===== config.mk =====
export PLATFORM = sky130hd
export DESIGN_NAME = midi_msg_receiver_flat
export DESIGN_NICKNAME = d
export VERILOG_FILES = /design/src/rtl/midi_msg_receiver_if.sv /design/src/rtl/midi_msg_receiver.sv /design/src/flat_wrapper.sv
export SDC_FILE = /design/constraint.sdc
export NUM_CORES = 1
export LEC_CHECK = 0
export BUFFER_PORTS_ARGS = -buffer_cell sky130_fd_sc_hd__buf_2
export CORE_ASPECT_RATIO = 0.75
export CORE_MARGIN = 2
export CORE_UTILIZATION = 25
export CTS_BUF_LIST = sky130_fd_sc_hd__clkbuf_4
export DETAILED_ROUTE_END_ITERATION = 10
export GPL_TIMING_DRIVEN = 0
export PLACE_DENSITY_LB_ADDON = 0.08
export SYNTH_ARGS = -nofsm -noshare
export SYNTH_HDL_FRONTEND = slang
export SYNTH_SLANG_ARGS = --single-unit
export TNS_END_PERCENT = 10

===== constraint.sdc =====
create_clock -name clk -period 3.5 [get_ports clk]
set_input_delay 0.175 -clock clk [delete_from_list [all_inputs] [get_ports clk]]
set_output_delay 0.175 -clock clk [all_outputs]
set_load 0.02 [all_outputs]

===== src/rtl/midi_msg_receiver_if.sv =====
// Message-side bus of the MIDI receiver: head-of-FIFO message, pop strobe and status flags.
// The receiver uses the master modport, the consumer the slave modport.
interface midi_msg_receiver_if;
    logic        rd_en;
    logic [23:0] msg_out;
    logic [1:0]  msg_len;
    logic        empty;
    logic        full;
    logic        overflow;
    logic        frame_err;

    modport master (
        input  rd_en,
        output msg_out, msg_len, empty, full, overflow, frame_err
    );

    modport slave (
        output rd_en,
        input  msg_out, msg_len, empty, full, overflow, frame_err
    );
endinterface


===== src/rtl/midi_msg_receiver.sv =====
// MIDI serial receiver and message assembler with running status, real-time
// interleaving, per-channel filtering and a first-word-fall-through message FIFO.
//
// state | meaning
// IDLE  | line idle, waiting for a falling edge
// START | half-bit wait, then confirm the start bit
// DATA  | eight LSB-first samples, one per bit period
// STOP  | sample the stop bit
// BRK   | stop bit was low; wait for the line to return high
module midi_msg_receiver #(
    parameter int          CLKS_PER_BIT = 1600,
    parameter int          FIFO_DEPTH   = 16,
    parameter logic [15:0] CHANNEL_MASK = 16'hFFFF
) (
    input  logic                clk,
    input  logic                reset,
    input  logic                din,
    midi_msg_receiver_if.master bus
);
    localparam int CW = $clog2(CLKS_PER_BIT);
    localparam int AW = $clog2(FIFO_DEPTH);
    localparam logic [CW-1:0] RELOAD_FULL = CW'(CLKS_PER_BIT - 1);
    localparam logic [CW-1:0] RELOAD_HALF = CW'(CLKS_PER_BIT / 2 - 1);

    typedef enum logic [2:0] {IDLE, START, DATA, STOP, BRK} rx_state_t;

    rx_state_t     state_q, state_d;
    logic          din_s1, din_s2, din_d;
    logic [CW-1:0] cnt_q;
    logic [2:0]    bit_idx_q;
    logic [7:0]    shift_q;
    logic          byte_vld_q, ferr_q;
    logic          fall, tick;
    logic          load_half, load_full, dec, shift_en, byte_ok, byte_bad;

    assign fall = din_d & ~din_s2;
    assign tick = (cnt_q == '0);

    always_ff @(posedge clk) begin
        if (reset) begin
            din_s1 <= 1'b1;
            din_s2 <= 1'b1;
            din_d  <= 1'b1;
        end else begin
            din_s1 <= din;
            din_s2 <= din_s1;
            din_d  <= din_s2;
        end
    end

    always_ff @(posedge clk) begin
        if (reset) state_q <= IDLE;
        else       state_q <= state_d;
    end

    always_comb begin
        state_d = state_q;
        case (state_q)
            IDLE:  if (fall) state_d = START;
            START: if (tick) state_d = din_s2 ? IDLE : DATA;
            DATA:  if (tick && bit_idx_q == 3'd7) state_d = STOP;
            STOP:  if (tick) state_d = din_s2 ? IDLE : BRK;
            BRK:   if (din_s2) state_d = IDLE;
            default: state_d = IDLE;
        endcase
    end

    always_comb begin
        load_half = 1'b0;
        load_full = 1'b0;
        dec       = 1'b0;
        shift_en  = 1'b0;
        byte_ok   = 1'b0;
        byte_bad  = 1'b0;
        case (state_q)
            IDLE:  load_half = fall;
            START: begin load_full = tick; dec = ~tick; end
            DATA:  begin load_full = tick; shift_en = tick; dec = ~tick; end
            STOP:  begin byte_ok = tick & din_s2; byte_bad = tick & ~din_s2; dec = ~tick; end
            default: ;
        endcase
    end

    always_ff @(posedge clk) begin
        if (reset) begin
            cnt_q      <= '0;
            bit_idx_q  <= '0;
            shift_q    <= '0;
            byte_vld_q <= 1'b0;
            ferr_q     <= 1'b0;
        end else begin
            if (load_half)      cnt_q <= RELOAD_HALF;
            else if (load_full) cnt_q <= RELOAD_FULL;
            else if (dec)       cnt_q <= cnt_q - 1'b1;
            if (load_half)      bit_idx_q <= '0;
            else if (shift_en)  bit_idx_q <= bit_idx_q + 1'b1;
            if (shift_en)       shift_q <= {din_s2, shift_q[7:1]};
            byte_vld_q <= byte_ok;
            ferr_q     <= byte_bad;
        end
    end

    // cur_q doubles as running status: need_q stays armed after a channel message completes.
    logic [7:0]  cur_q, d1_q;
    logic [1:0]  need_q;
    logic        idx_q;
    logic        push_q;
    logic [23:0] push_msg_q;
    logic [1:0]  push_len_q;
    logic        chan_ok;

    assign chan_ok = (cur_q[7:4] == 4'hF) || CHANNEL_MASK[cur_q[3:0]];

    always_ff @(posedge clk) begin
        if (reset) begin
            cur_q      <= '0;
            d1_q       <= '0;
            need_q     <= '0;
            idx_q      <= 1'b0;
            push_q     <= 1'b0;
            push_msg_q <= '0;
            push_len_q <= '0;
        end else begin
            push_q <= 1'b0;
            if (byte_vld_q) begin
                if (shift_q[7:3] == 5'b11111) begin
                    push_q     <= 1'b1;
                    push_msg_q <= {shift_q, 16'h0000};
                    push_len_q <= 2'd1;
                end else if (shift_q[7]) begin
                    idx_q <= 1'b0;
                    casez (shift_q)
                        8'b10??_????, 8'b1110_????: begin cur_q <= shift_q; need_q <= 2'd2; end
                        8'b110?_????:               begin cur_q <= shift_q; need_q <= 2'd1; end
                        8'hF1, 8'hF3:               begin cur_q <= shift_q; need_q <= 2'd1; end
                        8'hF2:                      begin cur_q <= shift_q; need_q <= 2'd2; end
                        8'hF6: begin
                            need_q     <= 2'd0;
                            push_q     <= 1'b1;
                            push_msg_q <= {shift_q, 16'h0000};
                            push_len_q <= 2'd1;
                        end
                        default: need_q <= 2'd0;
                    endcase
                end else if (need_q != 2'd0) begin
                    if (need_q == 2'd1 || idx_q) begin
                        push_q     <= chan_ok;
                        push_msg_q <= (need_q == 2'd1) ? {cur_q, shift_q, 8'h00} : {cur_q, d1_q, shift_q};
                        push_len_q <= (need_q == 2'd1) ? 2'd2 : 2'd3;
                        idx_q      <= 1'b0;
                        if (cur_q[7:4] == 4'hF) need_q <= 2'd0;
                    end else begin
                        d1_q  <= shift_q;
                        idx_q <= 1'b1;
                    end
                end
            end
        end
    end

    logic [25:0] mem [FIFO_DEPTH];
    logic [AW:0] wp_q, rp_q;
    logic        empty_w, full_w, do_pop, do_push, ovf_q;
    logic [25:0] head;

    assign empty_w = (wp_q == rp_q);
    assign full_w  = (wp_q[AW] != rp_q[AW]) && (wp_q[AW-1:0] == rp_q[AW-1:0]);
    assign do_pop  = bus.rd_en && !empty_w;
    assign do_push = push_q && (!full_w || do_pop);
    assign head    = mem[rp_q[AW-1:0]];

    always_ff @(posedge clk) begin
        if (reset) begin
            wp_q  <= '0;
            rp_q  <= '0;
            ovf_q <= 1'b0;
        end else begin
            if (do_push) wp_q <= wp_q + 1'b1;
            if (do_pop)  rp_q <= rp_q + 1'b1;
            if (push_q && !do_push) ovf_q <= 1'b1;
        end
    end

    always_ff @(posedge clk) begin
        if (do_push) mem[wp_q[AW-1:0]] <= {push_len_q, push_msg_q};
    end

    assign bus.msg_out   = empty_w ? 24'h0 : head[23:0];
    assign bus.msg_len   = empty_w ? 2'd0  : head[25:24];
    assign bus.empty     = empty_w;
    assign bus.full      = full_w;
    assign bus.overflow  = ovf_q;
    assign bus.frame_err = ferr_q;
endmodule


===== src/flat_wrapper.sv =====
// flat-port wrapper written by rule: the top's interface ports become plain ports
module midi_msg_receiver_flat 
#(
    parameter int          CLKS_PER_BIT = 1600,
    parameter int          FIFO_DEPTH   = 16,
    parameter logic [15:0] CHANNEL_MASK = 16'hFFFF
)
  (clk, reset, din, bus_rd_en, bus_msg_out, bus_msg_len, bus_empty, bus_full, bus_overflow, bus_frame_err);
  midi_msg_receiver_if bus_i ();
  input  logic clk;
  input  logic reset;
  input  logic din;
  input wire logic [$bits(bus_i.rd_en)-1:0] bus_rd_en;
  output wire logic [$bits(bus_i.msg_out)-1:0] bus_msg_out;
  output wire logic [$bits(bus_i.msg_len)-1:0] bus_msg_len;
  output wire logic [$bits(bus_i.empty)-1:0] bus_empty;
  output wire logic [$bits(bus_i.full)-1:0] bus_full;
  output wire logic [$bits(bus_i.overflow)-1:0] bus_overflow;
  output wire logic [$bits(bus_i.frame_err)-1:0] bus_frame_err;
  assign bus_i.rd_en = bus_rd_en;
  assign bus_msg_out = bus_i.msg_out;
  assign bus_msg_len = bus_i.msg_len;
  assign bus_empty = bus_i.empty;
  assign bus_full = bus_i.full;
  assign bus_overflow = bus_i.overflow;
  assign bus_frame_err = bus_i.frame_err;
  midi_msg_receiver #(.CLKS_PER_BIT(CLKS_PER_BIT), .FIFO_DEPTH(FIFO_DEPTH), .CHANNEL_MASK(CHANNEL_MASK)) u_core (.clk(clk), .reset(reset), .din(din), .bus(bus_i));
endmodule

Word-level counts from Yosys, hierarchy flattened
Memories as Yosys holds them, arrays and structs flattened. A register that Yosys moved wholly into a read port is not among the register bits.
Cells that the tools add are included.
Word-level totals
  register bits: 86
  memory bits (read-only): 16
  output and inout bits: 30
  memories kept: 2
  logic and storage cells: 147
  memory bits (writable): 416
  bits of input ports: 4
Memory list
  u_core.mem: depth 16, bits a word 26, rd ports 1, clocked after Yosys merged registers in 1, wr ports 1, line midi_msg_receiver.sv:161  | logic [25:0] mem [FIFO_DEPTH];
  (name not given): depth 16, bits a word 1, rd ports 1, clocked after Yosys merged registers in 1, wr ports 0, line midi_msg_receiver.sv:112  | assign chan_ok = (cur_q[7:4] == 4'hF) || CHANNEL_MASK[cur_q[3:0]];
Operators by class
  bitwise operators: 10
  $lt $le $gt $ge: 1
  eq/ne operators: 24
  muxes and demuxes: 49
  reduce and logical (&&, ||, !) cells: 36
  $add $sub $neg: 4
Operators by type and width (number)
  two-way mux 24 bit: 6
  equality test 8 bit, second input constant: 4
  two-way mux 11 bit: 2
  two-way mux 2 bit: 11
  two-way mux 3 bit: 6
  two-way mux 1 bit: 16
  two-way mux 4 bit: 4
  two-way mux 15 bit: 1
  case mux 3 bit (5 select lines): 1
  AND reduction 5 bit: 3
  OR reduction 3 bit: 4
  zero test 11 bit: 1
  subtractor 11 x 1 -> 11 bit, second input constant: 1
  adder 5 x 1 -> 5 bit, second input constant: 2
  two-way mux 10 bit: 1
  != test 2 x 1 -> 1 bit, second input constant: 5
  nonzero test 2 bit: 5
  equality test 3 bit, second input constant: 3
  nonzero test 3 bit: 3
  equality test 4 bit, second input constant: 2
  AND reduction 4 bit: 2
  OR reduction 2 bit: 4
  NOT 1 bit: 7
  equality test 3 x 2 -> 1 bit, second input constant: 2
  18 further kinds: 28

Logic depth before layout (Yosys ltp)
Gate-level depths: netlist of the first run.
  word-level depth: 7
  mapped depth: 8

Worst setup path after synthesis of the first run
Ideal clock, no wire load.
  path kind: register -> register
  start: reg u_core.wp_q[4]
  end: mem u_core.mem[3][0] (enable)
  arrival time: 2.685 ns
  setup slack: 0.380 ns
  required time: 3.065 ns
  buffers on the path: 0
  stages on the path, launching flop included: 5
  cells stage by stage: dfxtp_1 xnor2_1 nor2_1 a21o_1 nor3_1
On the way
  longest elaborated chain between the ends: 7
  elaborated cells on any way between the ends: 10
  those cells by class: 2 x eq/ne; 2 x mux; 6 x reduce/logical
RTL lines
  from (decl): line midi_msg_receiver.sv:162  | logic [AW:0] wp_q, rp_q;
  from (signal assigned): line midi_msg_receiver.sv:178  | if (do_push) wp_q <= wp_q + 1'b1;
  equality test 5 bit / != test 1 bit (equally long branches): line midi_msg_receiver.sv:166, midi_msg_receiver.sv:167
  zero test 1 bit / logical AND 1 bit (equally long branches): line midi_msg_receiver.sv:168, midi_msg_receiver.sv:167
  logical AND 1 bit / zero test 1 bit (equally long branches): line midi_msg_receiver.sv:168, midi_msg_receiver.sv:169
  logical OR 1 bit *: line midi_msg_receiver.sv:169  | assign do_push = push_q && (!full_w || do_pop);
  logical AND 1 bit *: line midi_msg_receiver.sv:169
  two-way mux 1 bit *: line midi_msg_receiver.sv:185  | if (do_push) mem[wp_q[AW-1:0]] <= {push_len_q, push_msg_q};
  two-way mux 1 bit (implied by the code) *: line midi_msg_receiver.sv:185
  to (decl): line midi_msg_receiver.sv:161
Every way passes the cells marked *; elsewhere a longest branch is shown, timed or not.

==> impl_results.md, run 1 <==
- Critical Path RT: around 3.3 ns
- Via density: about 4.5
- Kind of critical path: reg2out
- Largest net degree at the start of global routing: 25
- Final hold viol count: 0
- Synth Cell Area: 0.0187 mm^2
- Most frequent cells in the layout: 384 x edfxtp_1, 206 x clkbuf_4, 96 x mux4_2, 88 x dfxtp_1
- CTS tree: yes
- Max VDD drop: around 0.24 mV
- Number of synthesized flops with an enable pin: approximately 380
- Peak Freq: between 200 and 300 MHz
- R2R Path Start: u_core.wp_q[4]
- Final cell count without fillers: 2308
- Crit Path Max Fanout: 10
- Worst-path clk slew: 0.06 ns
- HP Class: in2reg
- Final Power: between 10 and 15 mW
- Synthesis warning total: 0
- Overflow left after global routing: 0
- Fin worst setup slack: ~0.14 ns
- Leakage: 7.68 nW
- Gp weighted congestion: just over 0.7
- Nature of the critical path endpoint: output port
- Layout cells sized above 1: approximately a third
- Seq/Total Area, Yosys: a little under three quarters
- Fin util: a little under a third
- Pre-CTS WS: 0.559 ns
- Final period util: ~96%
- Remaining DRCs: 0
- Mux contribution to synthesized area: between 10% and 20%
- Critical path arrival: 3.18 ns
- Synth Area in Simple Gates: between 5 and 6%
- Average size of a mapped cell: ~18 um^2
- Initial DRC count: roughly 720
- IO buf count: 31
- Initial antenna violation count: 2
- Fin nets: 1246
- First-pass GRT wire length: around 80000 um
- Hold endpoint: u_core.bus.overflow
- Slew HR: 29.7%
- Vias in the first global route: about 11000
- Power Density: 513 mW/mm^2
- Final wirelength: about 54000 um
- Post-Synth Adder-Cell Area: 0.603%
- FF/Latch Area: ~0.013 mm^2
- Clock Path Buffers: 3
- Hold Path Origin: bus_rd_en
- Area of the multi-input gates: approximately 0.0051 mm^2
- CTS Buf Count: approximately 130
- Synth cell types: 60
- Worst Reg-to-Reg Cells: 5
- CTS sink cnt: 472
- Worst Hold Slack: ~0.17 ns
- Die width: between 300 and 400 um
- Root Buffer: clkbuf_4
- Tightest Pin Transition: 1.05 ns
- Synth Instances: approximately 1000
- Synth Area in Compound Gates: ~4.2%
- FILL cells: 7307
- R2r endpoint: u_core.mem[8][13]
- WL/cell: around 23 um
- Total GRT Usage: about 14%
- Period minus WS final: ~3.4 ns
- Post-DP HPWL: about 35000 um
- Dpl cells: roughly 2000
- Main combinational cell family by area after synthesis: multiplexers
- Pre-antenna DRT Iters: 5
- Top Ports: 34
- FFs w/ async S/R, synth: 0%
- Worst reg2reg setup slack: 0.61 ns
- Hold depth: 5
- Most common cell after layout, fill and taps aside: edfxtp_1
- Die area: 0.0769 mm^2
- Layout Skew: roughly 0.04 ns
- #FFs+latches synth: 472
- Max Cap Violations: 0
- Final Slew Violations: 0
- Final setup fails: 0
- Chip height: 241 um
- Core box area: between 0.07 and 0.08 mm^2
- Initial Utilization: 25.3%
- Startpoint types: flip-flop
- Outcome: finished, final reports clean
- Final ANT Viol Nets: 0
- H-tree depth: 4
- Area Growth Syn to Fin: 19.8%
- Top_reg_cell synth: edfxtp_1
- Vias: roughly 10000
- Post-synthesis xor/xnor area fraction: 1.03%
- Worst skew pair latency: 0.96 ns
- # rows: 86
layer usage:
metal / vias to the layer above / track usage [%] / part of all wire, %
met5: - / 0 / 0
met4: 0 / 5.45 / 2.1
met3: 106 / 3.63 / 4.4
met2: 254 / 20.8 / 42
met1: 5337 / 20.9 / 51
li1: 4625 / - / -
Yosys cell counts, drive strengths merged, types with 5 or more instances:
cell	n	area, um^2
nand2b	13	88.8
and3	14	87.6
nand3	21	110
nor2b	34	213
o2bb2ai	7	61.3
a211oi	54	405
xor2	14	123
xnor2	8	70.1
nor3	6	30.0
a21oi	29	145
mux4	96	2160
nand2	20	75.1
dfxtp	88	1760
edfxtp	384	11500
inv	7	26.3
mux2i	57	571
o21ai	10	50.1
clkbuf	22	85.1
nor2	57	221
ha	9	113
nand4	5	31.3
buf	47	308
area by class of cell:
cell class                 count  area share (%)
multi-input combinational    497            22.7
sequential                   472            59.4
antenna                        8          0.0895
inverter                       7           0.118
timing repair buffer          52            2.42
buffer                        69            2.06
clock buffer                 204            6.85
tap                          968            5.42
clock inverter                31           0.878
worst max-delay path, stage by stage, from the launching register on:
cell and delay [ns]:
dfxtp_1 0.36, buf_2 0.25, buf_6 0.24, mux4_2 0.54, nor2b_1 0.15, a211oi_1 0.34, a211oi_1 0.12, buf_2 0.22
power by group:
part	total, mW	switching, mW	internal [mW]
clock	5.27	2.41	2.86
combinational	0.174	0.104	0.0699
sequential	6.03	0.0253	6.00
total	11.5	2.53	8.93
registers in the layout, summed over array words and instances (netlist names), 5 cells and up, named ones only:
signal	flops
u_core.rp_q	5
u_core.wp_q	5
u_core.d1_q	7
u_core.shift_q	8
u_core.push_msg_q	22
u_core.cur_q	8
u_core.cnt_q	11
u_core.mem	384
logic make-up after synthesis:
| logic type | after synthesis |
|---|---|
| AO/OA/AOI/OAI | 114 |
| XOR/XNOR | 22 |
| adder cells (fa/ha/maj) | 9 |
| buffers and inverters | 76 |
| flip-flops | 472 |
| multiplexers | 157 |
| other | 1 |
| AND/OR/NAND/NOR | 193 |
what timing repair did:
| item | in CTS | in global routing |
|---|---|---|
| pin swaps | 0 | 1 |
| hold endpoints to repair | 30 | 0 |
| setup endpoints to repair | 24 | 24 |
| resized for setup | 31 | 12 |
| setup buffers | 0 | 1 |
| hold buffers | 4 | 0 |
per-stage QoR:
| stage | instance area, um^2 | setup TNS, ns |
|---|---|---|
| 6_report | 22400 | 0 |
| 3_5_place_dp | 20400 | 0 |
| 4_1_cts | 22300 | -0.377 |
| 5_1_grt | 22400 | -0.0619 |
| 3_3_place_gp | 20000 | -202.84 |
| 2_1_floorplan | 18700 | 0 |
worst max-delay path by stage:
stage | start | to | depth (start not counted)
6_report | flip-flop | bus_msg_out[3] | 7
5_1_grt | flip-flop | bus_msg_out[21] | 7
4_1_cts | flip-flop | bus_msg_out[12] | 7
3_5_place_dp | flip-flop | bus_msg_out[5] | 6
3_3_place_gp | u_core.wp_q[4] | u_core.mem[3][13] | 4
2_1_floorplan | u_core.wp_q[4] | u_core.mem[3][0] | 4
Power figures use the tool's default switching activity.
==> run 2, diff against run 1 <==
--- a/config.mk
+++ b/config.mk
@@ -13,6 +13,7 @@
 export DETAILED_ROUTE_END_ITERATION = 10
 export GPL_TIMING_DRIVEN = 0
 export PLACE_DENSITY_LB_ADDON = 0.08
+export RECOVER_POWER = 50
 export SYNTH_ARGS = -nofsm -noshare
 export SYNTH_HDL_FRONTEND = slang
 export SYNTH_SLANG_ARGS = --single-unit
==> run 2 against run 1 <==
  * Critical path depth is the same
  * Non-clock buffer count is the same
  * Critical endpoint unchanged
  * Wire length grew 0.13%
  * Hold slack gained 0.026 ns
  * Largest cell class unchanged
  * Sequential power is essentially flat
  * First-iteration DRC count shrank 5.7%
  * Design area shrank 0.36%
  * Register-to-register slack gained 0.03 ns
  * Worst setup slack gained 0.022 ns
==> impl_results.md, run 2 (synthesized netlist as in run 1, its figures left out) <==
- Outcome: finished, final reports clean
- Startpoint types: flip-flop
- Die width: 320 um (unchanged)
- Final wirelength: 53800 um (+0.13%)
- Remaining DRCs: 0 (unchanged)
- # rows: 86 (unchanged)
- Initial Utilization: 25.3% (unchanged)
- Worst Reg-to-Reg Cells: 7 (+2)
- Pint: 8.93 mW (about the same)
- Final hold viol count: 0 (unchanged)
- Total GRT Usage: 14.5% (unchanged)
- H-tree depth: 4 (unchanged)
- Fin nets: 1246 (unchanged)
- First-pass GRT wire length: 78100 um (unchanged)
- Placed inst area: 0.0204 mm^2 (unchanged)
- Kind of critical path: reg2out
- Dpl cells: 2060 (unchanged)
- Slowest-stage cell, CP: mux4_2
- Clock Path Buffers: 3 (unchanged)
- CP cell instances: buf_2 > buf_6 > mux4_2 > nor2b_1 > a211oi_1 > a211oi_1 > buf_2
- Final cell count without fillers: 2306 (-0.087%)
- Sw frac: 22.0% (-0.12 points)
- Vias in the first global route: 11000 (unchanged)
- Max reg flops: 384 (unchanged)
- Comb pwr share: 1.5% (about the same)
- Final Slew Violations: 0 (unchanged)
- Area Growth Syn to Fin: 19.4%
- Leakage: 7.62 nW (-0.69%)
- Max Cap Violations: 0 (unchanged)
- Period minus WS final: 3.33 ns (-0.0223 ns)
- Crit Path Max Fanout: 10 (unchanged)
- Critical Path RT: 3.32 ns (about the same)
- Vias: 10300 (+0.019%)
- Gp weighted congestion: 0.710 (unchanged)
- Layout Skew: 0.0409 ns (+0.000379 ns)
- Worst Path Buf+Inv: 3 (unchanged)
- Delay-heaviest family, CP: buffers and inverters
- CTS tree: yes
- HP Class: in2reg
- Final ANT Viol Nets: 0 (unchanged)
- Nature of the critical path endpoint: output port
- Via density: 4.48 (+0.11%)
- Worst skew pair latency: 0.94 ns (-0.02 ns)
- Sw power: 2.52 mW (-0.74%)
- Worst setup path end: bus_msg_out[3]
- Power Density: 514 mW/mm^2 (+0.17%)
- Layout cells sized above 1: 33.3% (-1.3 points)
- Largest net degree at the start of global routing: 25 (unchanged)
- Worst reg2reg setup slack: 0.64 ns (+0.03 ns)
- Final setup fails: 0 (unchanged)
- Max VDD drop: 0.234 mV (-3.8%)
- Pre-antenna DRT Iters: 4 (-1)
- Root Buffer: clkbuf_4
- Tightest Pin Transition: 1.35 ns (+0.294 ns)
- Chip height: 241 um (unchanged)
- IO buf count: 31 (unchanged)
- Most frequent cells in the layout: 384 x edfxtp_1, 206 x clkbuf_4, 96 x mux4_2, 88 x dfxtp_1, 57 x nor2_1
- WL/cell: 23.3 um (+0.22%)
- Sequential share of power: 52.6% (about the same)
- Post-Layout Inst Area: 0.0223 mm^2 (-0.36%)
- TNS Setup: 0 ns (unchanged)
- Die area: 0.0769 mm^2 (unchanged)
- Slew HR: 10.1% (-20 points)
- Initial DRC count: 682 (-5.7%)
- Most common cell after layout, fill and taps aside: edfxtp_1
- CTS sink cnt: 472 (unchanged)
- Post-DP HPWL: 34900 um (unchanged)
- Worst-path clk slew: 0.06 ns (about the same)
- Overflow left after global routing: 0 (unchanged)
- CTS Buf Count: 134 (unchanged)
- Final Power: 11.4 mW (-0.20%)
- Peak Freq: 300 MHz (+0.67%)
- Initial antenna violation count: 2 (unchanged)
- CP max stage delay: 0.55 ns (about the same)
- Critical path arrival: 3.16 ns (-0.02 ns)
- R2r endpoint: u_core.mem[8][13]
- R2R Path Start: u_core.wp_q[3]
- Top Ports: 34 (unchanged)
- Part of the power in the clock network: 45.9% (about the same)
- Core box area: 0.0737 mm^2 (unchanged)
- Critical Path Stages: 7 (unchanged)
- Final period util: 95.2% (-0.64 points)
run 2: cell types whose count changed in the layout (fill, tap and decap cells not counted), sizes merged:
cell    previous run  this run
clkbuf           227       239
diode              8         6
buf               94        82
run 2: repair_timing:
| item | in CTS | in global routing |
|---|---|---|
| pin swaps | 0 | 1 |
| setup buffers | 0 | 1 |
| hold buffers | 4 | 0 |
| setup endpoints to repair | 24 | 24 |
| gates resized for setup | 31 | 12 |
| hold endpoints to repair | 30 | 0 |
run 2: power groups by stage:
| stage | Combinational, mW | Sequential (mW) | Clock, mW |
|---|---|---|---|
| 2_1_floorplan | 0.125 | 6.14 | 0 |
| 3_3_place_gp | 0.170 | 6.15 | 0 |
| 3_5_place_dp | 0.169 | 6.15 | 0 |
| 4_1_cts | 0.174 | 6.03 | 5.49 |
| 5_1_grt | 0.189 | 6.02 | 5.77 |
| 6_report | 0.166 | 6.03 | 5.25 |
run 2: per-stage QoR:
stage	worst slack [ns]	hold WS, ns	util [%]
6_report	0.167	0.196	30.2
5_1_grt	-0.0211	0.125	30.2
4_1_cts	-0.0735	0.0616	30.2
3_5_place_dp	0.559	0.378	27.7
3_3_place_gp	-3.10	0.371	27.2
2_1_floorplan	0.380	0.279	-
run 2: worst min path at each step:
stage,startpoint,cells past startpoint,to,slack (ns)
4_1_cts,bus_rd_en,5,u_core.bus.overflow,0.06
2_1_floorplan,din,1,u_core.din_s1,0.28
5_1_grt,bus_rd_en,5,u_core.bus.overflow,0.12
3_5_place_dp,din,2,u_core.din_s1,0.38
6_report,bus_rd_en,5,u_core.bus.overflow,0.20
3_3_place_gp,din,2,u_core.din_s1,0.37
run 2: cell type report:
| type | instances | area [um^2] |
|---|---|---|
| diodes | 6 | 15.0 |
| inverters | 7 | 26.3 |
| fillers | 7319 | 51400 |
| flip-flops and latches | 472 | 13300 |
| repair buffers | 52 | 533 |
| clock inverters | 31 | 196 |
| clock buffers | 204 | 1530 |
| plain buffers | 69 | 439 |
| multi-input cells | 497 | 5030 |
| well taps | 968 | 1210 |
run 2: metal layers:
metal,GRT usage [%],part of all wire (%),vias up
met4,5.45,2.0,0
li1,-,-,4624
met1,20.9,52,5350
met3,3.63,4.0,103
met2,20.8,42,247
met5,0,0,-
run 2: worst reg2reg max path, stage by stage (launching register included):
cell	delay [ns]
dfxtp_1	0.30
buf_2	0.19
xor2_1	0.27
nor4_4	0.09
clkbuf_1	0.18
a21boi_2	0.35
clkbuf_2	0.24
and3_2	0.82
==> run 3, diff against run 2 <==
--- a/config.mk
+++ b/config.mk
@@ -5,6 +5,7 @@
 export SDC_FILE = /design/constraint.sdc
 export NUM_CORES = 1
 export LEC_CHECK = 0
+export ABC_AREA = 1
 export BUFFER_PORTS_ARGS = -buffer_cell sky130_fd_sc_hd__buf_2
 export CORE_ASPECT_RATIO = 0.75
 export CORE_MARGIN = 2
==> run 3 against run 2 <==
  * The flow now finishes with violations (DRC)
  * Worst setup slack improved by 0.092 ns
  * Sequential power increased by 1%
  * Design area increased by 6.4%
  * Core utilization decreased by 0.16 points
  * Sequential share of layout area decreased by 3.6 points
  * Wire length increased by 16%
  * Global-route usage increased by 0.89 points
  * Synthesized cell count increased by 77%
  * Hold slack got worse by 0.023 ns
  * Register-to-register slack got worse by 0.12 ns
  * Critical path type unchanged
  * Critical endpoint is now bus_msg_len[1]
==> impl_results.md, run 3 <==
- Worst skew pair latency: 0.96 ns (+0.02 ns)
- Max Cap Violations: 0 (unchanged)
- Clock Path Buffers: 3 (unchanged)
- CTS sink cnt: 472 (unchanged)
- FFs w/ async S/R, synth: 0% (unchanged)
- Layout cells sized above 1: 18.7% (-15 points)
- Power Density: 548 mW/mm^2 (+6.7%)
- Placed inst area: 0.0219 mm^2 (+7.4%)
- Synth Instances: 1850 (+77%)
- Max VDD drop: 0.229 mV (-2.1%)
- Initial DRC count: 876 (+28%)
- Remaining DRCs: 4 (+4)
- Worst reg2reg setup slack: 0.52 ns (-0.12 ns)
- Average size of a mapped cell: 10.8 um^2 (-40%)
- Leakage: 9.10 nW (+19%)
- Top post-synthesis cells by area: edfxtp_1 58%, dfxtp_1 8.8%, nand2_1 5.1%
- Die area: 0.0822 mm^2 (+6.9%)
- Most common library cells after synthesis: 384 x edfxtp_1, 273 x nand2_1, 240 x inv_1
- Outcome: finished, violations left
- Gp weighted congestion: 0.778 (+9.6%)
- Area leader, netlist: edfxtp_1
- Post-CTS setup buffers: 0 (unchanged)
- Top Ports: 34 (unchanged)
- Critical path arrival: 3.07 ns (-0.09 ns)
- H-tree depth: 4 (unchanged)
- Pre-antenna DRT Iters: 8 (+4)
- Synth cell types: 40 (-33%)
- Critical Path RT: 3.32 ns (about the same)
- Crit Path Max Fanout: 10 (unchanged)
- Slew HR: 37.4% (+27 points)
- Yosys top cell area share: 57.7% (-4.0 points)
- Dpl cells: 2962 (+44%)
- Max reg flops: 384 (unchanged)
- Final ANT Viol Nets: 0 (unchanged)
- Nature of the critical path endpoint: output port
- Worst-path clk slew: 0.06 ns (about the same)
- Number of synthesized flops with an enable pin: 384 (unchanged)
- Chip height: 249 um (+3.4%)
- Post-Layout Inst Area: 0.0237 mm^2 (+6.4%)
- Most common cell after layout, fill and taps aside: edfxtp_1
- Peak Freq: 309 MHz (+2.8%)
- CTS tree: yes
- Layout Skew: 0.0443 ns (+0.00345 ns)
- WL/cell: 19.4 um (-17%)
- Final setup fails: 0 (unchanged)
- Largest net degree at the start of global routing: 18 (-28%)
- Final period util: 92.6% (-2.6 points)
- IO buf count: 31 (unchanged)
- Worst Hold Slack: 0.173 ns (-0.0234 ns)
- Synthesis warning total: 0 (unchanged)
- Total GRT Usage: 15.4% (+0.89 points)
- HP Class: in2reg
- Most frequent cells in the layout: 384 x edfxtp_1, 276 x nand2_1, 240 x inv_1, 211 x clkbuf_4, 200 x a21oi_1
- R2R Path Start: u_core.wp_q[0]
- First-pass GRT wire length: 92100 um (+18%)
- Die width: 330 um (+3.4%)
- Root Buffer: clkbuf_4
- Synth Cell Area: 0.0200 mm^2 (+7.0%)
- Final wirelength: 62200 um (+16%)
- Initial antenna violation count: 2 (unchanged)
- Post-DP HPWL: 44600 um (+28%)
- Count leader, synth: edfxtp_1
- Final cell count without fillers: 3209 (+39%)
- Via density: 4.46 (-0.40%)
- Fin nets: 2070 (+66%)
- Area Growth Syn to Fin: 18.7%
- Vias: 14300 (+39%)
- Core box area: 0.0788 mm^2 (+7.0%)
- Final Slew Violations: 0 (unchanged)
- # rows: 89 (+3.5%)
- Period minus WS final: 3.24 ns (-0.0919 ns)
- Overflow left after global routing: 0 (unchanged)
- #FFs+latches synth: 472 (unchanged)
- Initial Utilization: 25.3% (about the same)
- Kind of critical path: reg2out
- Seq/Total Area, Yosys: 66.6% (-4.7 points)
- Startpoint types: flip-flop
- CTS Buf Count: 134 (unchanged)
- Top_reg_cell synth: edfxtp_1
- Failing checks: DRC
- Fin util: 30.1% (-0.16 points)
- Tightest Pin Transition: 0.934 ns (-0.414 ns)
- Hold Path Origin: bus_rd_en
- Final hold viol count: 0 (unchanged)
- Vias in the first global route: 14000 (+27%)
- RSZ-0062 raised after global routing: true
[run 3: cell count changes after synthesis, moves of 96 or more]
cell	before	now
nand3_1	20	119
o21ai_0	10	153
a21oi_1	29	199
nand2_1	20	273
mux4_2	96	0
inv_1	7	240
[run 3: final cells by class]
class,instances,area [um^2]
diodes,6,15.0
multi-input cells,1027,5190
clock buffers,208,1560
plain buffers,106,594
inverters,245,920
well taps,1046,1310
fillers,8243,55100
repair buffers,71,616
flip-flops and latches,472,13300
clock inverters,28,213
[run 3: cell families (layout without fill, tap and decap cells)]
| kind of cell | count (synthesis) | after routing | share of synthesized area [%] |
|---|---|---|---|
| flops | 472 | 472 | 66.6 |
| other cells | 1 | 8 | 0.0188 |
| compound gates | 471 | 471 | 13.1 |
| xor+xnor | 9 | 9 | 0.432 |
| fa+ha+maj | 9 | 9 | 0.564 |
| simple gates | 536 | 536 | 11.8 |
| buf+inv | 352 | 658 | 7.58 |
[run 3: worst paths after layout]
check	cells after the start	endpoint
min reg2reg	1	u_core.din_s2
max reg2reg	10	u_core.mem[8][6]
max	7	bus_msg_len[1]
min	5	u_core.bus.overflow
[run 3: through the flow]
step | power [mW] | setup TNS (ns) | setup slack (ns)
detailed placement | 7.73 | 0 | 0.708
global placement | 7.73 | -474.87 | -1.81
global route | 13.7 | -0.0968 | -0.0414
floorplan | 7.27 | 0 | 0.350
finish | 13.0 | 0 | 0.259
CTS | 13.3 | 0 | 0.0110
[run 3: critical path, cell delays in order, from the launching register on]
cell and delay, ns:
dfxtp_1 0.45, clkbuf_2 0.34, buf_2 0.38, o211ai_1 0.15, nand3_1 0.11, a21oi_1 0.09, nor2_1 0.34, buf_2 0.24
[run 3: where the power goes]
part	internal, mW	switching, mW	leakage, nW
Sequential	6.05	0.0741	3.84
Combinational	0.450	1.00	4.19
Clock	2.98	2.45	1.07
[run 3: routing by layer]
metal  track usage, %  routed length (um)  up-vias
li1                 -                   -     6902
met1             24.9               35000     6971
met2             19.0               22900      331
met3             3.58                3050      105
met4             5.55                1290        0
met5                0                   0        -
[run 3: timing repair]
item,CTS,global route
endpoints found under the setup margin,24,11
gates resized for setup,26,5
hold buffers,6,0
endpoints found under the hold margin,66,0
pin swaps,0,0
